===== config.mk =====
export PLATFORM = sky130hd
export DESIGN_NAME = mem_stage_lsu_flat
export DESIGN_NICKNAME = d
export VERILOG_FILES = /design/src/rtl/mem_stage_lsu_if.sv /design/src/rtl/mem_stage_lsu.sv /design/src/flat_wrapper.sv
export SDC_FILE = /design/constraint.sdc
export NUM_CORES = 1
export LEC_CHECK = 0
export CAP_MARGIN = 20
export CORE_AREA = 3 3 185 187
export DETAILED_ROUTE_END_ITERATION = 7
export DIE_AREA = 0 0 188 190
export DONT_BUFFER_PORTS = 1
export RECOVER_POWER = 100
export SLEW_MARGIN = 20
export SYNTH_ARGS = -nofsm -noshare
export SYNTH_HDL_FRONTEND = slang
export SYNTH_SLANG_ARGS = --single-unit

===== constraint.sdc =====
create_clock -name i_clk -period 2.25 [get_ports i_clk]
set_input_delay 0.3375 -clock i_clk [delete_from_list [all_inputs] [get_ports i_clk]]
set_output_delay 0.3375 -clock i_clk [all_outputs]
set_load 0.03 [all_outputs]

===== src/rtl/mem_stage_lsu_if.sv =====
// Interface grouping the pipeline-side operands/results and the data-memory
// req/gnt/rvalid handshake of the memory-stage load/store unit.
`default_nettype none

interface mem_stage_lsu_if #(
    parameter int XLEN = 2
);
    localparam int W  = 1 << (XLEN + 4);
    localparam int NB = W / 8;

    logic          i_kill_m;
    logic [6:0]    i_opcode_m;
    logic [2:0]    i_f3_m;
    logic [W-1:0]  i_alu_out_m;
    logic [W-1:0]  i_store_data_m;
    logic          o_stall_m;
    logic          o_mem_req;
    logic          o_mem_we;
    logic [W-1:0]  o_mem_addr;
    logic [NB-1:0] o_mem_be;
    logic [W-1:0]  o_mem_wdata;
    logic          i_mem_gnt;
    logic          i_mem_rvalid;
    logic [W-1:0]  i_mem_rdata;
    logic [W-1:0]  o_load_data_m;
    logic          o_load_valid_m;
    logic [3:0]    o_exception_code_m;
    logic [W-1:0]  o_bad_addr_m;

    modport master (
        input  i_kill_m, i_opcode_m, i_f3_m, i_alu_out_m, i_store_data_m,
        input  i_mem_gnt, i_mem_rvalid, i_mem_rdata,
        output o_stall_m, o_mem_req, o_mem_we, o_mem_addr, o_mem_be, o_mem_wdata,
        output o_load_data_m, o_load_valid_m, o_exception_code_m, o_bad_addr_m
    );

    modport slave (
        output i_kill_m, i_opcode_m, i_f3_m, i_alu_out_m, i_store_data_m,
        output i_mem_gnt, i_mem_rvalid, i_mem_rdata,
        input  o_stall_m, o_mem_req, o_mem_we, o_mem_addr, o_mem_be, o_mem_wdata,
        input  o_load_data_m, o_load_valid_m, o_exception_code_m, o_bad_addr_m
    );
endinterface

`default_nettype wire


===== src/rtl/mem_stage_lsu.sv =====
// Memory-stage load/store unit: one data-memory access per instruction,
// lane alignment, load extension, pipeline stall and access traps.
`default_nettype none

module mem_stage_lsu #(
    parameter int XLEN           = 2,   // 1 -> 32-bit, 2 -> 64-bit datapath
    parameter int TIMEOUT_CYCLES = 16
) (
    input  wire logic       i_clk,
    input  wire logic       i_rst_n,
    mem_stage_lsu_if.master bus
);
    localparam int W     = 1 << (XLEN + 4);
    localparam int NB    = W / 8;
    localparam int OFFW  = $clog2(NB);
    localparam int CW    = $clog2(TIMEOUT_CYCLES + 1);
    localparam bit HAS_D = (W == 64);

    typedef enum logic [2:0] {
        S_IDLE  = 3'd0,
        S_REQ   = 3'd1,
        S_RESP  = 3'd2,
        S_DRAIN = 3'd3,
        S_DONE  = 3'd4,
        S_ERR   = 3'd5
    } state_t;

    state_t         state;
    logic [CW-1:0]  count;
    logic [W-1:0]   addr_q;
    logic [2:0]     f3_q;
    logic           store_q;
    logic [3:0]     exc_q;
    logic           req_q;
    logic           we_q;
    logic [W-1:0]   maddr_q;
    logic [NB-1:0]  be_q;
    logic [W-1:0]   wdata_q;
    logic [W-1:0]   ldata_q;

    logic           is_load;
    logic           is_store;
    logic           mem_op;
    logic           f3_legal;
    logic           misalign;
    logic           timeout_hit;
    logic [2:0]     size_mask;
    logic [OFFW-1:0] offset;
    logic [NB-1:0]  be_base;
    logic [NB-1:0]  be_next;
    logic [W-1:0]   wdata_next;
    logic [W-1:0]   lane;
    logic [W-1:0]   load_ext;

    assign is_load     = (bus.i_opcode_m == 7'b0000011);
    assign is_store    = (bus.i_opcode_m == 7'b0100011);
    assign mem_op      = is_load | is_store;
    assign offset      = bus.i_alu_out_m[OFFW-1:0];
    assign misalign    = |(bus.i_alu_out_m[2:0] & size_mask);
    assign timeout_hit = (count == CW'(TIMEOUT_CYCLES - 1));
    assign wdata_next  = bus.i_store_data_m << {offset, 3'b000};
    assign be_next     = is_store ? (be_base << offset) : '1;
    assign lane        = bus.i_mem_rdata >> {addr_q[OFFW-1:0], 3'b000};

    always_comb begin
        f3_legal = 1'b0;
        if (is_load) begin
            case (bus.i_f3_m)
                3'd0, 3'd1, 3'd2, 3'd4, 3'd5: f3_legal = 1'b1;
                3'd3, 3'd6:                   f3_legal = HAS_D;
                default:                      f3_legal = 1'b0;
            endcase
        end else if (is_store) begin
            case (bus.i_f3_m)
                3'd0, 3'd1, 3'd2: f3_legal = 1'b1;
                3'd3:             f3_legal = HAS_D;
                default:          f3_legal = 1'b0;
            endcase
        end
    end

    always_comb begin
        size_mask = 3'b000;
        be_base   = '1;
        case (bus.i_f3_m[1:0])
            2'd0:    begin size_mask = 3'b000; be_base = NB'(1);  end
            2'd1:    begin size_mask = 3'b001; be_base = NB'(3);  end
            2'd2:    begin size_mask = 3'b011; be_base = NB'(15); end
            default: begin size_mask = 3'b111; be_base = '1;      end
        endcase
    end

    // Size casts of signed slices give the sign extension.
    always_comb begin
        load_ext = lane;
        case (f3_q)
            3'd0:    load_ext = W'($signed(lane[7:0]));
            3'd1:    load_ext = W'($signed(lane[15:0]));
            3'd2:    load_ext = W'($signed(lane[31:0]));
            3'd4:    load_ext = W'(lane[7:0]);
            3'd5:    load_ext = W'(lane[15:0]);
            3'd6:    load_ext = W'(lane[31:0]);
            default: load_ext = lane;
        endcase
    end

    always_ff @(posedge i_clk or negedge i_rst_n) begin
        if (!i_rst_n) begin
            state   <= S_IDLE;
            count   <= '0;
            addr_q  <= '0;
            f3_q    <= '0;
            store_q <= 1'b0;
            exc_q   <= 4'b1111;
            req_q   <= 1'b0;
            we_q    <= 1'b0;
            maddr_q <= '0;
            be_q    <= '0;
            wdata_q <= '0;
            ldata_q <= '0;
        end else begin
            case (state)
                S_IDLE: begin
                    if (mem_op && !bus.i_kill_m) begin
                        addr_q  <= bus.i_alu_out_m;
                        f3_q    <= bus.i_f3_m;
                        store_q <= is_store;
                        if (!f3_legal) begin
                            exc_q <= 4'd2;
                            state <= S_ERR;
                        end else if (misalign) begin
                            exc_q <= is_store ? 4'd6 : 4'd4;
                            state <= S_ERR;
                        end else begin
                            req_q   <= 1'b1;
                            we_q    <= is_store;
                            maddr_q <= {bus.i_alu_out_m[W-1:OFFW], {OFFW{1'b0}}};
                            be_q    <= be_next;
                            wdata_q <= wdata_next;
                            count   <= '0;
                            state   <= S_REQ;
                        end
                    end
                end
                S_REQ: begin
                    // A granted store is already committed, so kill cannot cancel it.
                    if (bus.i_mem_gnt && (store_q || !bus.i_kill_m)) begin
                        req_q <= 1'b0;
                        we_q  <= 1'b0;
                        count <= count + 1'b1;
                        state <= store_q ? S_DONE : S_RESP;
                    end else if (bus.i_kill_m) begin
                        req_q <= 1'b0;
                        we_q  <= 1'b0;
                        state <= S_IDLE;
                    end else if (timeout_hit) begin
                        req_q <= 1'b0;
                        we_q  <= 1'b0;
                        exc_q <= store_q ? 4'd7 : 4'd5;
                        state <= S_ERR;
                    end else begin
                        count <= count + 1'b1;
                    end
                end
                S_RESP: begin
                    // A kill coinciding with rvalid has nothing left to drain.
                    if (bus.i_kill_m) begin
                        count <= count + 1'b1;
                        state <= bus.i_mem_rvalid ? S_IDLE : S_DRAIN;
                    end else if (bus.i_mem_rvalid) begin
                        ldata_q <= load_ext;
                        state   <= S_DONE;
                    end else if (timeout_hit) begin
                        exc_q <= 4'd5;
                        state <= S_ERR;
                    end else begin
                        count <= count + 1'b1;
                    end
                end
                S_DRAIN: begin
                    if (bus.i_mem_rvalid || timeout_hit) begin
                        state <= S_IDLE;
                    end else begin
                        count <= count + 1'b1;
                    end
                end
                S_DONE:  state <= S_IDLE;
                S_ERR:   state <= S_IDLE;
                default: state <= S_IDLE;
            endcase
        end
    end

    // The IDLE stall is gated by reset so every output is quiet while reset is held.
    always_comb begin
        case (state)
            S_IDLE:                 bus.o_stall_m = i_rst_n & mem_op & ~bus.i_kill_m;
            S_REQ, S_RESP, S_DRAIN: bus.o_stall_m = 1'b1;
            default:                bus.o_stall_m = 1'b0;
        endcase
    end

    assign bus.o_mem_req          = req_q;
    assign bus.o_mem_we           = we_q;
    assign bus.o_mem_addr         = maddr_q;
    assign bus.o_mem_be           = be_q;
    assign bus.o_mem_wdata        = wdata_q;
    assign bus.o_load_data_m      = ldata_q;
    assign bus.o_load_valid_m     = (state == S_DONE) & ~store_q & ~bus.i_kill_m;
    assign bus.o_exception_code_m = ((state == S_ERR) && !bus.i_kill_m) ? exc_q : 4'b1111;
    assign bus.o_bad_addr_m       = ((state == S_ERR) && !bus.i_kill_m) ? addr_q : '0;

endmodule

`default_nettype wire


===== src/flat_wrapper.sv =====
// flat-port wrapper written by rule: the top's interface ports become plain ports
module mem_stage_lsu_flat 
#(
    parameter int XLEN           = 2,                                       
    parameter int TIMEOUT_CYCLES = 16
)
  (i_clk, i_rst_n, bus_i_kill_m, bus_i_opcode_m, bus_i_f3_m, bus_i_alu_out_m, bus_i_store_data_m, bus_i_mem_gnt, bus_i_mem_rvalid, bus_i_mem_rdata, bus_o_stall_m, bus_o_mem_req, bus_o_mem_we, bus_o_mem_addr, bus_o_mem_be, bus_o_mem_wdata, bus_o_load_data_m, bus_o_load_valid_m, bus_o_exception_code_m, bus_o_bad_addr_m);
  mem_stage_lsu_if #(.XLEN(XLEN)) bus_i ();
  input  wire logic i_clk;
  input  wire logic i_rst_n;
  input wire logic [$bits(bus_i.i_kill_m)-1:0] bus_i_kill_m;
  input wire logic [$bits(bus_i.i_opcode_m)-1:0] bus_i_opcode_m;
  input wire logic [$bits(bus_i.i_f3_m)-1:0] bus_i_f3_m;
  input wire logic [$bits(bus_i.i_alu_out_m)-1:0] bus_i_alu_out_m;
  input wire logic [$bits(bus_i.i_store_data_m)-1:0] bus_i_store_data_m;
  input wire logic [$bits(bus_i.i_mem_gnt)-1:0] bus_i_mem_gnt;
  input wire logic [$bits(bus_i.i_mem_rvalid)-1:0] bus_i_mem_rvalid;
  input wire logic [$bits(bus_i.i_mem_rdata)-1:0] bus_i_mem_rdata;
  output wire logic [$bits(bus_i.o_stall_m)-1:0] bus_o_stall_m;
  output wire logic [$bits(bus_i.o_mem_req)-1:0] bus_o_mem_req;
  output wire logic [$bits(bus_i.o_mem_we)-1:0] bus_o_mem_we;
  output wire logic [$bits(bus_i.o_mem_addr)-1:0] bus_o_mem_addr;
  output wire logic [$bits(bus_i.o_mem_be)-1:0] bus_o_mem_be;
  output wire logic [$bits(bus_i.o_mem_wdata)-1:0] bus_o_mem_wdata;
  output wire logic [$bits(bus_i.o_load_data_m)-1:0] bus_o_load_data_m;
  output wire logic [$bits(bus_i.o_load_valid_m)-1:0] bus_o_load_valid_m;
  output wire logic [$bits(bus_i.o_exception_code_m)-1:0] bus_o_exception_code_m;
  output wire logic [$bits(bus_i.o_bad_addr_m)-1:0] bus_o_bad_addr_m;
  assign bus_i.i_kill_m = bus_i_kill_m;
  assign bus_i.i_opcode_m = bus_i_opcode_m;
  assign bus_i.i_f3_m = bus_i_f3_m;
  assign bus_i.i_alu_out_m = bus_i_alu_out_m;
  assign bus_i.i_store_data_m = bus_i_store_data_m;
  assign bus_i.i_mem_gnt = bus_i_mem_gnt;
  assign bus_i.i_mem_rvalid = bus_i_mem_rvalid;
  assign bus_i.i_mem_rdata = bus_i_mem_rdata;
  assign bus_o_stall_m = bus_i.o_stall_m;
  assign bus_o_mem_req = bus_i.o_mem_req;
  assign bus_o_mem_we = bus_i.o_mem_we;
  assign bus_o_mem_addr = bus_i.o_mem_addr;
  assign bus_o_mem_be = bus_i.o_mem_be;
  assign bus_o_mem_wdata = bus_i.o_mem_wdata;
  assign bus_o_load_data_m = bus_i.o_load_data_m;
  assign bus_o_load_valid_m = bus_i.o_load_valid_m;
  assign bus_o_exception_code_m = bus_i.o_exception_code_m;
  assign bus_o_bad_addr_m = bus_i.o_bad_addr_m;
  mem_stage_lsu #(.XLEN(XLEN), .TIMEOUT_CYCLES(TIMEOUT_CYCLES)) u_core (.i_clk(i_clk), .i_rst_n(i_rst_n), .bus(bus_i));
endmodule

Word-level counts from Yosys, hierarchy flattened
Index checks and enable logic that the tools add are counted.
- register bits after elaboration: 279
- bits in latches: 0
- bits in writable memories: 0
- ROM bits: 0
- bits of input ports: 207
- output and inout bits: 272
- logic and storage cells: 141
- memories: 0
- add/sub/neg operators: 1
- multipliers: 0
- div/mod/pow operators: 0
- $lt $le $gt $ge: 0
- equality and inequality tests: 36
- shift-type cells: 3
- multiplexer cells: 56
- bitwise logic cells: 9
- reductions and logical operators: 24
- operator list (operator ; count):
    $pmux W64 S6 ; 1
    $mux W64 ; 1
    $shl A64 B6 Y64 ; 1
    $shr A64 B6 Y64 ; 1
    $mux W5 ; 9
    $mux W4 ; 10
    $mux W3 ; 10
    $eq A3 B3 Y1 const B ; 8
    $pmux W8 S3 ; 1
    $pmux W5 S4 ; 1
    $eq A3 B2 Y1 const B ; 5
    $mux W1 ; 13
    $ne A2 B2 Y1 const B ; 6
    $pmux W3 S4 ; 1
    $pmux W4 S3 ; 1
    $ne A2 B1 Y1 const B ; 5
    $eq A3 B1 Y1 const B ; 3
    $logic_not A3 Y1 ; 3
    $pmux W3 S3 ; 1
    $reduce_and A9 Y1 ; 1
    $mux W8 ; 1
    $shl A8 B3 Y8 ; 1
    $eq A7 B2 Y1 const B ; 1
    $eq A7 B6 Y1 const B ; 1
    other kinds (28) ; 43

Depth between registers and ports, before layout
- word-level depth: 8
- depth in mapped cells: 9
- depth with buffers taken out: 8

Worst setup path after synthesis
No wires, ideal clock.
- path kind: register to register
- start point: reg u_core.count[0]
- end point: reg u_core.count[1]
- library setup time: 126 ps
- arrival: 2273 ps
- required time: 2124 ps
- path slack: -149 ps
- stages on the path, launching flop included: 9
- path buffers: 0
- period minus slack after synthesis: 2399 ps
- cells stage by stage: dfrtp_1 ha_1 and3_1 ha_1 o21ai_0 o21ai_0 a221oi_1 nand2_1 a221o_1
- longest elaborated chain between the ends: 5
- elaborated cells on any way between the ends: 12
- classes of those cells: 1 x add/sub; 2 x eq/ne; 7 x mux; 2 x reduce/logical
- RTL lines (what ; RTL line ; text):
    from (decl) ; mem_stage_lsu.sv:29 ; logic [CW-1:0] count;
    from (signal assigned) ; mem_stage_lsu.sv:150 ; count <= count + 1'b1;
    from (signal assigned) ; mem_stage_lsu.sv:162 ; count <= count + 1'b1;
    from (signal assigned) ; mem_stage_lsu.sv:168 ; count <= count + 1'b1;
    $add A5 B1 Y5 / $eq A5 B4 Y1 (equally long branches) ; -- ;
    $mux W5 ; mem_stage_lsu.sv:156, mem_stage_lsu.sv:173 ;
    $mux W5 (on tied branches) ; mem_stage_lsu.sv:170, mem_stage_lsu.sv:152 ;
    $mux W5 (on tied branches) ; mem_stage_lsu.sv:167, mem_stage_lsu.sv:147 ;
    $pmux W5 S4 ; mem_stage_lsu.sv:122 ; case (state)
Parallel ways exist; a longest one is shown, timed or not. The select of a mux whose other input is x is not followed.
A chain may end at the register's enable or synchronous reset.

Final worst setup path
- start point: reg u_core.count[1]
- end point: reg u_core.count[4]
Same word-level chain as after synthesis.

==> flow_summary_export.csv <==
group,metric,value,unit
die,fp.coreArea,32620,um2
setup_path,arrival,2.62,ns
logic_synthesis,synth_area,14960,um2
logic_synthesis,yosys_warnings,0,
place,place.gp.congestion,0.8819,
power_and_ir_drop,swShare,30.29,%
routing,ant_nets,0,
timing,rsz0062_at_grt,"true",
power_and_ir_drop,internal-power,10270,uW
logic_synthesis,synth_ff_type,"dfrtp_1",
global_route,grt_pass1_wl,75030,um
clock_tree,cts_buffers,34,
place,dpl_cell_area,15900,um2
routing,routed_via_density,5.867,
setup_path,cp.required,2.65,ns
power_and_ir_drop,seqPwrFrac,46.1,%
logic_synthesis,async_flop_share,100.0,%
clock_tree,htree_num_levels,2,
timing,holdWs,-0.4748,ns
global_route,grt_max_degree,281,
clock_tree,cts_hold_buffers,73,
place,io_buffers,0,
final_layout,seq_area,6997,um2
setup_path,path_class,"register to register",
power_and_ir_drop,power_leakage,0.008152,uW
logic_synthesis,synth-adder-area-share,0.3346,%
logic_synthesis,synth_compound_area_share,14.35,%
clock_tree,tritoncts,"done",
timing,worst_slew_pin_slew,1.162,ns
global_route,grt_overflow,0,
routing,dr.pass1.iters,6,
power_and_ir_drop,p_per_area,814.4,nW/um2
logic_synthesis,synth_seq_area_share,46.71,%
global_route,grtUsageTotal,26.96,%
routing,totalWireLength,50240,um
logic_synthesis,synth_edf_count,0,
clock_tree,clock_latency,0.52,ns
outcome,violations,"hold timing",
timing,min_period,2.217,ns
setup_path,cp-end-kind,"register",
power_and_ir_drop,p_comb_share,14.9,%
logic_synthesis,muxShareOfSynthArea,21.81,%
final_layout,antennaDiodeCount,0,
routing,num_vias,11740,
run,cap_viol_max_count,0,
die,die_h,190,um
routing,drt_iter0_drc,701,
timing,finalClockSkew,0.02436,ns
final_layout,fin_nets,1747,
timing,fin_crit_sh,98.52,%
place,dpl.hpwl,33900,um
final_layout,multi_input_area,7493,um2
clock_tree,root_buffer,"clkbuf_16",
final_layout,stdcell_area,18090,um2
timing,slew_headroom,21.93,%
power_and_ir_drop,clkPwrFrac,39.0,%
die,fp-row-count,66,
logic_synthesis,yosys.cell_types.count,59,
outcome,outcome,"finished with violations",
logic_synthesis,synthSimpleGateAreaFrac,12.56,%
logic_synthesis,synth_xor_xnor_area_share,0,%
routing,drt_drc_violations_left,0,
logic_synthesis,syn_inst,1443,
timing,final_max_slew_viol_count,0,
final_layout,area_growth,20.96,%
timing,finalHoldViolCount,279,
die,dieArea,35720,um2
final_layout,drive_gt1_share,25.85,%
final_layout,fillers,2842,
clock_tree,clk_path_buf_depth,3,
global_route,antenna_found_initial,2,
logic_synthesis,ys_ff_latch,279,
die,initial_core_util,45.85,%
timing,fmax,451.1,MHz
logic_synthesis,synth_top_family_by_area,"multiplexers",
power_and_ir_drop,peakVddDrop,731.2,uV
min_path,holdCritPathClass,"input pin to asynchronous set/reset pin",
clock_tree,cts.sinks,279,
final_layout,fin_util,55.46,%
logic_synthesis,synth_area_per_cell,10.37,um2
die,ioPinCount,479,
power_and_ir_drop,switching_power,4463,uW
timing,setup_viol,0,
routing,wl_per_cell,25.11,um
die,die_w,188,um
setup_path,critPathLaunchType,"register",
setup_path,cp_max_fo,3,
clock_tree,clkTransAtPathRegs,0.06,ns
global_route,grt_pass1_vias,11980,
[routing by layer]
layer | vias to the layer above | global-route usage, % | share of wire [%]
li1 | 5339 | - | -
met1 | 5741 | 31.95 | 38
met2 | 539 | 43.44 | 47
met3 | 120 | 11.37 | 11
met4 | 0 | 11.05 | 4.0
met5 | - | 0 | 0
[timing repair]
action	in CTS	in global routing
resized for setup	33	41
gates cloned	2	2
endpoints found under the setup margin	69	99
pin swaps	3	15
buffers inserted	6	3
hold endpoints to repair	425	279
[power by group through the flow]
stage / combinational (uW) / sequential [uW] / clock (uW)
final: 2190 / 6790 / 5750
after global routing: 2410 / 6860 / 6110
after global placement: 1950 / 6850 / 0
after CTS: 2160 / 6790 / 5880
after detailed placement: 2010 / 6870 / 0
after floorplan: 1640 / 6650 / 0
[cell usage in the layout, fill, tap and decap left out, types with 22 or more instances in the layout]
cell,count
a211oi_1,25
a21oi_1,103
a31oi_1,33
and2_1,22
and2_4,24
buf_4,66
clkbuf_16,39
dfrtp_1,271
dlygate4sd3_1,73
mux2_2,157
mux2i_1,105
nand2_1,122
nor2_1,105
nor2b_1,30
o21ai_0,95
[area by class of cell]
type | count | area share [%]
well taps | 442 | 3.057
flip-flops and latches | 279 | 38.67
repair buffers | 175 | 10.10
multi-input cells | 1032 | 41.42
clock inverters | 10 | 0.8714
inverters | 14 | 0.2905
clock buffers | 49 | 5.588
[logic make-up after synthesis]
family / after synthesis
muxes: 286
AOI/OAI and AO/OA: 348
buffers and inverters: 134
and+or+nand+nor: 391
DFF: 279
other: 1
adders and majority gates: 4
[critical path, stage by stage, from the launching register on]
cell	delay, ns
dfrtp_1	0.38
ha_1	0.24
and3_4	0.22
ha_4	0.16
o21ai_1	0.11
o21ai_1	0.10
a221oi_2	0.36
buf_4	0.17
buf_4	0.10
a21oi_1	0.05
a41o_1	0.20
[synthesized netlist by cell type, drive strengths merged, types with 14 or more instances]
library cell / count / share of area [%]
o22a: 16 / 0.94
nor2b: 30 / 1.3
a211oi: 25 / 1.3
o21ai: 97 / 3.2
a21oi: 103 / 3.4
clkbuf: 54 / 1.4
and2: 66 / 2.8
dfrtp: 275 / 46
mux2: 170 / 13
buf: 66 / 2.5
nor2: 107 / 2.7
nand2: 122 / 3.1
a31oi: 33 / 1.4
o31ai: 20 / 1.0
nand2b: 19 / 0.79
mux2i: 105 / 7.0
inv: 14 / 0.35
[flip-flops by register name, summed over array words and instances, names as in the netlist]
name                      count
u_core.f3_q                   3
u_core.addr_q                64
u_core.bus.o_mem_we           1
u_core.exc_q                  4
u_core.bus.o_mem_be           8
u_core.bus.o_load_data_m     64
u_core.bus.o_mem_wdata       64
u_core.count                  5
u_core.bus.o_mem_addr        61
u_core.store_q                1
u_core.bus.o_mem_req          1
u_core.state                  3
[final timing paths]
check | from | to | slack, ns | cells after the start
setup / recovery | u_core.count[1] | u_core.count[4] | 0.03 | 10
max in group asynchronous | i_rst_n | u_core.bus.o_mem_addr[29] | 2.24 | 0
hold reg to reg | u_core.exc_q[3] | u_core.exc_q[3] | 0.49 | 1
min in group i_clk | bus_i_store_data_m[7] | u_core.bus.o_mem_wdata[39] | 0.03 | 2
hold / removal | i_rst_n | u_core.bus.o_mem_addr[51] | -0.47 | 0
setup reg to reg | u_core.count[1] | u_core.count[4] | 0.03 | 10
[metrics by stage]
step | hold slack [ns] | setup slack, ns | std cells | power (uW) | TNS (ns)
final | -0.4748 | 0.03323 | 2001 | 14730 | 0
after global routing | -0.4983 | -0.06102 | 2001 | 15380 | -3.482
after CTS | -0.5007 | -0.005808 | 1996 | 14830 | -0.01980
after detailed placement | 0.04910 | -0.04302 | 1856 | 8876 | -0.04302
after global placement | 0.04777 | -0.01133 | 1856 | 8805 | -0.01133
after floorplan | 0.04191 | 0.01855 | 1445 | 8289 | 0
Note: power is estimated with default switching activity, not from simulation.
